**src/rtl/out_port_arbiter_pkg.sv**
```systemverilog
// Shared router_3 state defines: crossbar port encodings, arbiter state
// encodings and small index/encoding helpers used by the output-port arbiters.
package out_port_arbiter_pkg;

  // Crossbar select encodings
  localparam logic [2:0] N_PORT  = 3'd0;
  localparam logic [2:0] E_PORT  = 3'd1;
  localparam logic [2:0] W_PORT  = 3'd2;
  localparam logic [2:0] S_PORT  = 3'd3;
  localparam logic [2:0] L_PORT  = 3'd4;
  localparam logic [2:0] NO_PORT = 3'd7;

  // Arbiter FSM states
  localparam logic ARB_IDLE   = 1'b0;
  localparam logic ARB_LOCKED = 1'b1;

  // Input indices as seen by this arbiter (bit positions of req/tail/rd)
  localparam logic [1:0] IDX_N = 2'd0;
  localparam logic [1:0] IDX_W = 2'd1;
  localparam logic [1:0] IDX_L = 2'd2;

  // Map an input index to the crossbar select code; anything else is invalid
  function automatic logic [2:0] idx_to_port(input logic [1:0] idx);
    logic [2:0] port;
    case (idx)
      IDX_N:   port = N_PORT;
      IDX_W:   port = W_PORT;
      IDX_L:   port = L_PORT;
      default: port = NO_PORT;
    endcase
    return port;
  endfunction

  // One-hot pop vector for an input index; an invalid index pops nothing
  function automatic logic [2:0] idx_onehot(input logic [1:0] idx);
    logic [2:0] vec;
    case (idx)
      IDX_N:   vec = 3'b001;
      IDX_W:   vec = 3'b010;
      IDX_L:   vec = 3'b100;
      default: vec = 3'b000;
    endcase
    return vec;
  endfunction

endpackage

```
**src/rtl/out_port_arbiter_rr_pick3.sv**
```systemverilog
// rr_pick3: combinational 3-way round-robin picker. The search starts at
// the input after 'last' (mod 3), so the previous winner has lowest priority.
module rr_pick3
  import out_port_arbiter_pkg::*;
(
  input  logic [2:0] req,
  input  logic [1:0] last,
  output logic [1:0] win,
  output logic       any
);

  // Rotating priority scan starting just after the last winner
  always_comb begin
    win = IDX_N;
    any = |req;
    case (last)
      IDX_N: begin
        if (req[1])      win = IDX_W;
        else if (req[2]) win = IDX_L;
        else if (req[0]) win = IDX_N;
        else             win = IDX_N;
      end
      IDX_W: begin
        if (req[2])      win = IDX_L;
        else if (req[0]) win = IDX_N;
        else if (req[1]) win = IDX_W;
        else             win = IDX_N;
      end
      default: begin
        // last == L (and the unused code 3) restart the scan at N
        if (req[0])      win = IDX_N;
        else if (req[1]) win = IDX_W;
        else if (req[2]) win = IDX_L;
        else             win = IDX_N;
      end
    endcase
  end

endmodule

```
**src/rtl/out_port_arbiter.sv**
```systemverilog
// out_port_arbiter: per-output-port wormhole arbiter for router_3.
// Picks among the N, W and L input-buffer heads round-robin, holds the grant
// from head flit to tail flit, drives the crossbar select and pops the owner.
// Optional build macro ARB_PKT_TIMEOUT_EN adds a stall timeout that force-
// releases a stuck lock and raises a sticky timeout_err output.
module out_port_arbiter
  import out_port_arbiter_pkg::*;
#(
  parameter int SEL_W = 3
`ifdef ARB_PKT_TIMEOUT_EN
  ,
  parameter int TIMEOUT_CYCLES = 64,
  parameter int TO_CNT_W       = 7
`endif
) (
  input  logic             clk,
  input  logic             rst,
  input  logic             N_req,
  input  logic             W_req,
  input  logic             L_req,
  input  logic             N_tail,
  input  logic             W_tail,
  input  logic             L_tail,
  input  logic             out_ready,
  output logic [SEL_W-1:0] sel_out,
  output logic             N_rd,
  output logic             W_rd,
  output logic             L_rd,
  output logic             busy
`ifdef ARB_PKT_TIMEOUT_EN
  ,
  output logic             timeout_err
`endif
);

  logic       state;
  logic [1:0] owner;
  logic [1:0] last;

  logic       state_nxt;
  logic [1:0] owner_nxt;
  logic [1:0] last_nxt;

  logic [2:0] req_vec;
  logic [2:0] tail_vec;
  logic [2:0] rd_vec;
  logic [1:0] win;
  logic       any_req;
  logic       owner_req;
  logic       owner_tail;
  logic       xfer;
  logic       stall_expire;

  assign req_vec  = {L_req, W_req, N_req};
  assign tail_vec = {L_tail, W_tail, N_tail};

  rr_pick3 u_pick (
    .req  (req_vec),
    .last (last),
    .win  (win),
    .any  (any_req)
  );

  // Select the owner's request and tail bits (tails of non-owners are ignored)
  always_comb begin
    owner_req  = 1'b0;
    owner_tail = 1'b0;
    case (owner)
      IDX_N: begin
        owner_req  = req_vec[0];
        owner_tail = tail_vec[0];
      end
      IDX_W: begin
        owner_req  = req_vec[1];
        owner_tail = tail_vec[1];
      end
      IDX_L: begin
        owner_req  = req_vec[2];
        owner_tail = tail_vec[2];
      end
      default: begin
        owner_req  = 1'b0;
        owner_tail = 1'b0;
      end
    endcase
  end

  // A flit moves only when locked, the owner has data and downstream has room
  assign xfer = (state == ARB_LOCKED) && owner_req && out_ready;

`ifdef ARB_PKT_TIMEOUT_EN
  logic [TO_CNT_W-1:0] stall_cnt;

  // The lock is dropped on the stalled cycle that would bring the count
  // up to TIMEOUT_CYCLES
  assign stall_expire = (state == ARB_LOCKED) && !xfer &&
                        (stall_cnt == TO_CNT_W'(TIMEOUT_CYCLES - 1));

  // Stall counter: counts locked cycles without progress, cleared otherwise
  always_ff @(posedge clk) begin
    if (rst) begin
      stall_cnt   <= {TO_CNT_W{1'b0}};
      timeout_err <= 1'b0;
    end else begin
      if ((state == ARB_LOCKED) && !xfer && !stall_expire) begin
        stall_cnt <= stall_cnt + TO_CNT_W'(1);
      end else begin
        stall_cnt <= {TO_CNT_W{1'b0}};
      end
      timeout_err <= timeout_err | stall_expire;
    end
  end
`else
  assign stall_expire = 1'b0;
`endif

  // Crossbar select and FIFO pops: only on a real transfer, never a bubble
  always_comb begin
    sel_out = SEL_W'(NO_PORT);
    rd_vec  = 3'b000;
    if (xfer) begin
      sel_out = SEL_W'(idx_to_port(owner));
      rd_vec  = idx_onehot(owner);
    end else begin
      sel_out = SEL_W'(NO_PORT);
      rd_vec  = 3'b000;
    end
  end

  assign N_rd = rd_vec[0];
  assign W_rd = rd_vec[1];
  assign L_rd = rd_vec[2];
  assign busy = (state == ARB_LOCKED);

  // Next-state logic: arbitrate in IDLE, hold the lock until the tail moves
  always_comb begin
    state_nxt = state;
    owner_nxt = owner;
    last_nxt  = last;
    case (state)
      ARB_IDLE: begin
        if (any_req) begin
          state_nxt = ARB_LOCKED;
          owner_nxt = win;
          last_nxt  = win;
        end else begin
          state_nxt = ARB_IDLE;
        end
      end
      ARB_LOCKED: begin
        if (xfer && owner_tail) begin
          state_nxt = ARB_IDLE;
        end else if (stall_expire) begin
          state_nxt = ARB_IDLE;
        end else begin
          state_nxt = ARB_LOCKED;
        end
      end
      default: begin
        state_nxt = ARB_IDLE;
      end
    endcase
  end

  // State registers; reset leaves L as last winner so N is served first
  always_ff @(posedge clk) begin
    if (rst) begin
      state <= ARB_IDLE;
      owner <= IDX_N;
      last  <= IDX_L;
    end else begin
      state <= state_nxt;
      owner <= owner_nxt;
      last  <= last_nxt;
    end
  end

endmodule

```
**config.mk**
```make
export PLATFORM = sky130hd
export DESIGN_NAME = out_port_arbiter
export DESIGN_NICKNAME = d
export VERILOG_FILES = /design/src/rtl/out_port_arbiter_pkg.sv /design/src/rtl/out_port_arbiter_rr_pick3.sv /design/src/rtl/out_port_arbiter.sv
export SDC_FILE = /design/constraint.sdc
export NUM_CORES = 1
export LEC_CHECK = 0
export ABC_CLOCK_PERIOD_IN_PS = 1400
export CORE_AREA = 2 2 39 41
export CTS_CLUSTER_SIZE = 10
export DETAILED_ROUTE_END_ITERATION = 16
export DIE_AREA = 0 0 41 43
export SLEW_MARGIN = 20
export SYNTH_ARGS = -nofsm -noshare
export SYNTH_HDL_FRONTEND = slang
export SYNTH_SLANG_ARGS = --single-unit
```
**constraint.sdc**
```tcl
create_clock -name clk -period 1.4 [get_ports clk]
set_input_delay 0.28 -clock clk [delete_from_list [all_inputs] [get_ports clk]]
set_output_delay 0.28 -clock clk [all_outputs]
set_load 0.01 [all_outputs]
```
Word level (Yosys, flattened, before mapping):

Cells that the tools add are included.

* register bits after elaboration: 5
* latch bits: 0
* bits in writable memories: 0
* memory bits (read-only): 0
* input port bits: 9
* memories: 0

* $add $sub $neg: 0
* multipliers: 0
* divide/modulo/power cells: 0
* $lt $le $gt $ge: 0
* equality and inequality tests: 3
* shift-type cells: 0
* muxes and demuxes: 16
* bitwise logic cells: 1
* reduce and logical (&&, ||, !) cells: 7

Operators by type and width (count)
* $pmux W3 S3: 2
* $mux W2: 5
* $mux W3: 2
* $pmux W1 S3: 2
* $eq A2 B1 Y1 const B: 2
* $logic_not A2 Y1: 2
* $pmux W2 S2: 1
* $logic_and A1 B1 Y1: 3
* $mux W1: 3
* $reduce_or A3 Y1: 1
* $eq A2 B2 Y1 const B: 1
* $pmux W1 S2: 1
* $reduce_and A2 Y1: 1
* $not A1 Y1: 1

Longest topological paths before layout:

Gate-level depths: netlist of run 1.

* depth after elaboration: 7
* mapped depth: 5

By module:

From an unflattened synthesis of run 1, not the netlist that was laid out.

* cell total of the unflattened synthesis: 39
* area, all modules: 306.5 µm²

Modules (own cells, without submodules)
* out_port_arbiter: instances 1, cells an instance 31, area each 247.7 µm², seq. area each 80.1 µm²
* rr_pick3: instances 1, cells an instance 8, area each 58.8 µm², seq. area each 0.0 µm²

Least setup slack after synthesis of run 1:

No wires, ideal clock.

* path type: register to output
* from: register state (netlist: busy)
* to: output port sel_out[1]
* data arrival time: 1225 ps
* required time: 1120 ps
* slack: -105 ps
* stages on the path, launching flop included: 5
* path buffers: 1
* cells stage by stage: dfxtp_1 bufbuf_16 and4_1 nor2_1 or2_1

* word-level cells in the longest chain between the ends: 3

Ends and longest elaborated chain
* start, declared: line out_port_arbiter.sv:36 `logic state;`
* start signal, assigned: line out_port_arbiter.sv:172 `state <= state_nxt;`
* $logic_and A1 B1 Y1 (2 in a row): line out_port_arbiter.sv:89 `assign xfer = (state == ARB_LOCKED) && owner_req && out_ready;`
* $mux W3: line out_port_arbiter.sv:121 `if (xfer) begin`
* end, declared: line out_port_arbiter.sv:25 `output logic [SEL_W-1:0] sel_out,`

Every way passes these cells.

Worst setup path in the final report of run 1:

* from: register owner[1]
* to: output port sel_out[1]

* word-level cells in the longest chain between the ends: 5
* elaborated cells between the ends (all ways): 8
* those cells by class: 2 x eq/ne; 3 x mux; 3 x reduce/logical

Ends and longest elaborated chain
* start, declared: line out_port_arbiter.sv:37 `logic [1:0] owner;`
* start signal, assigned: line out_port_arbiter.sv:173 `owner <= owner_nxt;`
* $eq A2 B2 Y1 (tied with other cells): line out_port_arbiter_pkg.sv:25, out_port_arbiter.sv:68
* $pmux W1 S3: line out_port_arbiter.sv:68 `case (owner)`
* $logic_and A1 B1 Y1 (2 in a row): line out_port_arbiter.sv:89
* $mux W3 (*): line out_port_arbiter.sv:121

Mark *: on every way between the ends. The rest lies on a longest branch, timed or not.

==> impl_results.md, run 1 <==
* Status: complete, but fails checks
* Violated checks: negative setup slack
* Tightest Hold Check Type: reg2reg
* Final hold vios at 0
* Cell variety after synth at 21
* Syn avg cell area at 8.42 sq um
* Row cnt at 14
* ANT nets after route at 0
* Worst-skew pair later-pin latency at 230 ps
* Initial detailed-routing violation count at 6
* Remaining routing DRC violations at 0
* Routed WL at 815 um
* Clock root buffer: clkbuf_4
* CP Cell Sequence: nor2b_4 > and4_4 > nor2_2 > or2_1 > buf_2
* Seq/Total Area, Yosys at 25.7%
* TritonCTS clock tree: built
* Worst-case reg-to-reg path depth at 6
* Leakage at 0.280 nW
* Worst R2R End: busy
* Core ar. at 1380 sq um
* Final nets at 79
* I/O pins at 16
* Maximum clock rate at 632 MHz
* Ys Warns at 0
* CP max-delay cell: dfxtp_2
* Main flop type after synthesis: dfxtp_1
* Largest net degree at the start of global routing at 9
* Total track usage at 10.9%
* Tcrit/Tclk final at 113%
* R2R Setup Slk at 60 ps
* Fin. max-slew vios at 0
* Worst slew pin tran at 254 ps
* Final WS setup at -181 ps
* Worst path required time at 1120 ps
* Reg2reg start: owner[1]
* Die W at 41 um
* Hold buffer count at CTS at 0
* WL/cell at 9.59 um
* H-tree depth at 1
* Max Cap Viol at 0
* Largest stage delay, worst path at 320 ps
* # diodes at 0
* Cells taking the most area after synthesis: dfxtp_1 26%, bufbuf_16 10%, mux2i_1 9.6%
* Layout cells sized above 1 at 52.2%
* Buffer depth of the longest clock path at 2
* # clock sinks at 4
* Period minus WS final at 1580 ps
* Post-Syn Area at 312 sq um
* CP Capture Type: output port
* GP Congestion at 0.772
* CTS clk-pin slew, worst paths at 40 ps
* First-pass GRT wire length at 1300 um
* Yosys top cell area share at 25.7%
* Crit path to: sel_out[1]
* Remaining global-route overflow at 0
* Crit-path max FO at 2
* Vias at 382
* Vias per cell at 4.49
* Dpl ws at -721 ps
* Power Density at 1240 nW/um^2
* Synth area leader: dfxtp_1
* Setup-violating endpoint count in the final report at 5
* Count of state elements after synthesis at 4
* # port buffers at 15
* Critical Path AT at 1300 ps
* Slew headroom at 82.9%
* Antenna violations before repair at 0
* Post-synthesis cell count at 37
* Clock Skew at 7.26 ps
* Maximum VDD drop at 725 uV
* Final HPWL DP at 651 um
* CP startpoint kind: flip-flop
* Total Neg Setup Slack at -701 ps
* Syn Nets at 46
* Initial Util at 22.5%
* Total die area at 1760 sq um
* CP Launch Point: owner[1]
* Vias in the first global route at 354
* EDFF count, synth at 0
* Crit Path Class: reg2out
* DR pass1 iterations at 2
* Unrepaired setup endpoints after global routing: true
* CTS Buf Count at 3
* Async SR Flop Fraction at 0%
* Synthesis-to-finish area growth at 96.8%
* Die Y-Extent at 43 um
==> state kept, by name, indices dropped and copies added (netlist names) <==
| signal | flops |
|---|---|
| owner | 2 |
| busy | 1 |
| last | 1 |
==> logic make-up (layout without fill, tap and decap cells) <==
group	after synthesis	after routing	share of synthesized area, %
and+or+nand+nor	18	18	31.7
AOI/OAI and AO/OA	7	7	15.3
buffers and inverters	5	37	17.7
DFF	4	4	25.7
muxes	3	3	9.64
==> layout by cell type (no fill, tap or decap), drive strengths merged <==
cell type | netlist | layout
inv | 3 | 3
buf | 1 | 21
nor3 | 4 | 4
clkbuf | 0 | 4
a211oi | 1 | 1
or2 | 1 | 1
o21ai | 2 | 2
mux2i | 3 | 3
a2111oi | 1 | 1
and4 | 1 | 1
a21oi | 1 | 1
clkdlybuf4s50 | 0 | 4
and2 | 1 | 1
nand2 | 1 | 1
nor2b | 1 | 1
nand3 | 2 | 2
dfxtp | 4 | 4
a311o | 1 | 1
o22ai | 1 | 1
dlygate4sd2 | 0 | 5
and2b | 1 | 1
nor2 | 6 | 6
==> worst min path at each step <==
stage                       start       end  slack (ps)  cells past startpoint
final                     last[1]   last[1]         550                      2
after global routing      last[1]   last[1]         590                      2
after CTS                 last[1]   last[1]         540                      2
after detailed placement  last[1]   last[1]         530                      2
after global placement    last[1]   last[1]         520                      2
after floorplan               rst  owner[1]         350                      1
==> power by group <==
| group | internal, W | switching, W |
|---|---|---|
| Clock | 0.000107 | 0.0000462 |
| Sequential | 0.000162 | 0.0000355 |
| Combinational | 0.000239 | 0.000169 |
==> cells in the mapped netlist, types with 2 or more instances <==
library cell	instances
nor2_1	6
dfxtp_1	4
inv_1	3
mux2i_1	3
nor3_1	3
nand3_1	2
o21ai_0	2
==> final cells by class <==
type                    instances  area [sq um]
clock buffers                   4          26.3
fillers                       144           771
inverters                       3          11.3
multi-input cells              28           200
flip-flops and latches          4          88.8
well taps                      16          20.0
repair buffers                 30           267
==> layer usage <==
layer	global-route usage, %	vias up	wire, um
li1	-	198	-
met3	5.24	0	56
met4	2.00	0	0
met1	10.3	173	327
met5	0	-	0
met2	19.7	11	431
==> worst max-delay path: cells and delay by family, from the launching register on <==
kind	cells	cell delay (ps)
and+or+nand+nor	4	600
DFF	1	320
buffers and inverters	1	140
==> repair_timing <==
| item | in CTS | in global routing |
|---|---|---|
| buffers inserted | 3 | 0 |
| endpoints found under the hold margin | 0 | 0 |
| setup endpoints to repair | 8 | 7 |
| resized for setup | 42 | 5 |
| pin swaps | 5 | 1 |
==> stage by stage <==
step / hold WS, ps / util (%) / std cells / cell area [sq um] / power (W)
6_report: 547 / 44.3 / 85 / 613 / 0.000759
5_1_grt: 587 / 44.3 / 85 / 613 / 0.000820
4_1_cts: 539 / 43.0 / 85 / 596 / 0.000754
3_5_place_dp: 534 / 38.8 / 78 / 537 / 0.000556
3_3_place_gp: 525 / 38.8 / 78 / 537 / 0.000552
2_1_floorplan: 349 / - / 37 / 315 / 0.000449
Note: power is estimated with default switching activity, not from simulation.
==> run 2: changes to the inputs <==
Settings changed: ABC_CLOCK_PERIOD_IN_PS 1400 to unset, RECOVER_POWER set to 50.
==> run 2 against run 1 <==
Compared with the run above: the flow still finishes with violations (negative setup slack); sequential power barely moved; final area did not move; routed wire length is 0.49% lower; highest routed layer unchanged; global-route usage did not move; worst setup slack is the same; clock power hardly changed; core utilization did not move; clock skew unchanged; total power about the same; sequential share of layout area unchanged; critical path type unchanged.
==> impl_results.md, run 2 (synthesis gave the netlist of run 1 again) <==
* Status: complete, but fails checks
* Violated checks: negative setup slack
* R2R Setup Slk at 60 ps (about the same)
* Final HPWL DP at 651 um (unchanged)
* Final nets at 79 (unchanged)
* Antenna violations before repair at 0 (unchanged)
* Commonest non-fill, non-tap cells in the layout: 10 x buf_4, 8 x buf_6, 5 x nor2_1, 5 x dlygate4sd2_1
* Layout cells sized above 1 at 52.2% (unchanged)
* Initial Util at 22.5% (unchanged)
* Power Total at 0.000759 W (about the same)
* Combinational share of power at 53.7% (about the same)
* Int Power at 0.000508 W (about the same)
* TritonCTS clock tree: built
* Most common cell after layout, fill and taps aside: buf_4
* ANT nets after route at 0 (unchanged)
* Placed Instances at 78 (unchanged)
* Remaining routing DRC violations at 0 (unchanged)
* # diodes at 0 (unchanged)
* Reg power frac at 26.1% (about the same)
* Row cnt at 14 (unchanged)
* CP Capture Type: output port
* Buffer depth of the longest clock path at 2 (unchanged)
* GP Congestion at 0.772 (unchanged)
* First-pass GRT wire length at 1300 um (unchanged)
* Met2 Track Usage GR at 19.7% (unchanged)
* Maximum VDD drop at 725 uV (about the same)
* CP startpoint kind: flip-flop
* Final Cell Area at 613 sq um (unchanged)
* Max FFs per register at 2 (unchanged)
* Vias per cell at 4.52 (+0.52%)
* # port buffers at 15 (unchanged)
* Unrepaired setup endpoints after global routing: true
* Met3 usage at 5.24% (unchanged)
* # clock sinks at 4 (unchanged)
* Leakage at 0.280 nW (-0.17%)
* Routed WL at 811 um (-0.49%)
* Crit-path max FO at 2 (unchanged)
* Max Cap Viol at 0 (unchanged)
* Worst-skew pair later-pin latency at 230 ps (about the same)
* Critical Path AT at 1300 ps (about the same)
* H-tree depth at 1 (unchanged)
* DR pass1 iterations at 2 (unchanged)
* Switch share at 33.0% (about the same)
* Clock Skew at 7.26 ps (unchanged)
* Die W at 41 um (unchanged)
* Largest net degree at the start of global routing at 9 (unchanged)
* Tightest Hold Check Type: reg2reg
* Hold buffer count at CTS at 0 (unchanged)
* CTS Buf Count at 3 (unchanged)
* Maximum clock rate at 632 MHz (unchanged)
* Die Y-Extent at 43 um (unchanged)
* Setup-violating endpoint count in the final report at 5 (unchanged)
* Total track usage at 10.9% (unchanged)
* Worst path required time at 1120 ps (about the same)
* Vias at 384 (+0.52%)
* Sw power at 0.000251 W (-0.15%)
* Power Density at 1240 nW/um^2 (about the same)
* CTS clk-pin slew, worst paths at 40 ps (about the same)
* Non-Filler Instances at 85 (unchanged)
* Tcrit/Tclk final at 113% (unchanged)
* Slew headroom at 82.6% (-0.34 points)
* Min Hold Slack at 542 ps (-4.88 ps)
* Total die area at 1760 sq um (unchanged)
* Clock root buffer: clkbuf_4
* Final hold vios at 0 (unchanged)
* Core ar. at 1380 sq um (unchanged)
* Grt peak-use layer: met2
* I/O pins at 16 (unchanged)
* DP Area at 537 sq um (unchanged)
* Worst slew pin tran at 259 ps (+5.10 ps)
* Largest register by flop count: owner
* Crit Path Class: reg2out
* WL/cell at 9.54 um (-0.49%)
* Final WS setup at -181 ps (unchanged)
* Synthesis-to-finish area growth at 96.8% (unchanged)
* Remaining global-route overflow at 0 (unchanged)
* Initial detailed-routing violation count at 5 (-1)
* Grt met1 use at 10.3% (unchanged)
* Clock share of power at 20.2% (about the same)
* Vias in the first global route at 354 (unchanged)
* Period minus WS final at 1580 ps (unchanged)
* Fin. max-slew vios at 0 (unchanged)
run 2: final timing paths:
kind / from / to / depth (start not counted)
worst max register to register: owner[1] / busy / 6
worst min-delay path: last[1] / last[1] / 2
worst min register to register: last[1] / last[1] / 2
worst max-delay path: owner[1] / sel_out[1] / 5
run 2: area by class of cell:
cell class	count	area (sq um)
multi-input combinational	28	200
fill	144	771
sequential	4	88.8
clock buffer	4	26.3
tap	16	20.0
timing repair buffer	30	267
inverter	3	11.3
run 2: per-stage QoR:
| stage | utilization (%) | setup WS (ps) | TNS, ps |
|---|---|---|---|
| 2_1_floorplan | - | 16.2 | 0 |
| 3_3_place_gp | 38.8 | -710 | -4520 |
| 3_5_place_dp | 38.8 | -721 | -4640 |
| 4_1_cts | 43.0 | -176 | -756 |
| 5_1_grt | 44.3 | -251 | -1130 |
| 6_report | 44.3 | -181 | -701 |
run 2: power by group through the flow:
stage	Sequential (W)	Clock (W)	Combinational, W
2_1_floorplan	0.000195	0	0.000254
3_3_place_gp	0.000191	0	0.000361
3_5_place_dp	0.000190	0	0.000365
4_1_cts	0.000198	0.000164	0.000392
5_1_grt	0.000201	0.000171	0.000448
6_report	0.000198	0.000153	0.000408
run 2: layer usage:
layer	share of wire [%]	vias up	routed length (um)
met5	0	-	0
met3	6.9	0	56
met2	53	11	430
li1	-	199	-
met4	0	0	0
met1	40	174	324
run 2: worst max-delay path, cell delays in order, from the launching register on:
cell and delay (ps):
dfxtp_2 320, nor2b_4 140, and4_4 220, nor2_2 40
or2_1 200, buf_2 140
run 2: repair_timing:
item                       4_1_cts  5_1_grt
setup buffers                    3        0
gates resized for setup         42        5
setup endpoints to repair        8        7
pin swaps                        5        1
==> run 3: changes to the inputs <==
Settings changed: CTS_CLUSTER_SIZE 10 to unset.
==> results of run 3 <==
Same layout as run 2: the final DEF is identical, and so are final timing and power.
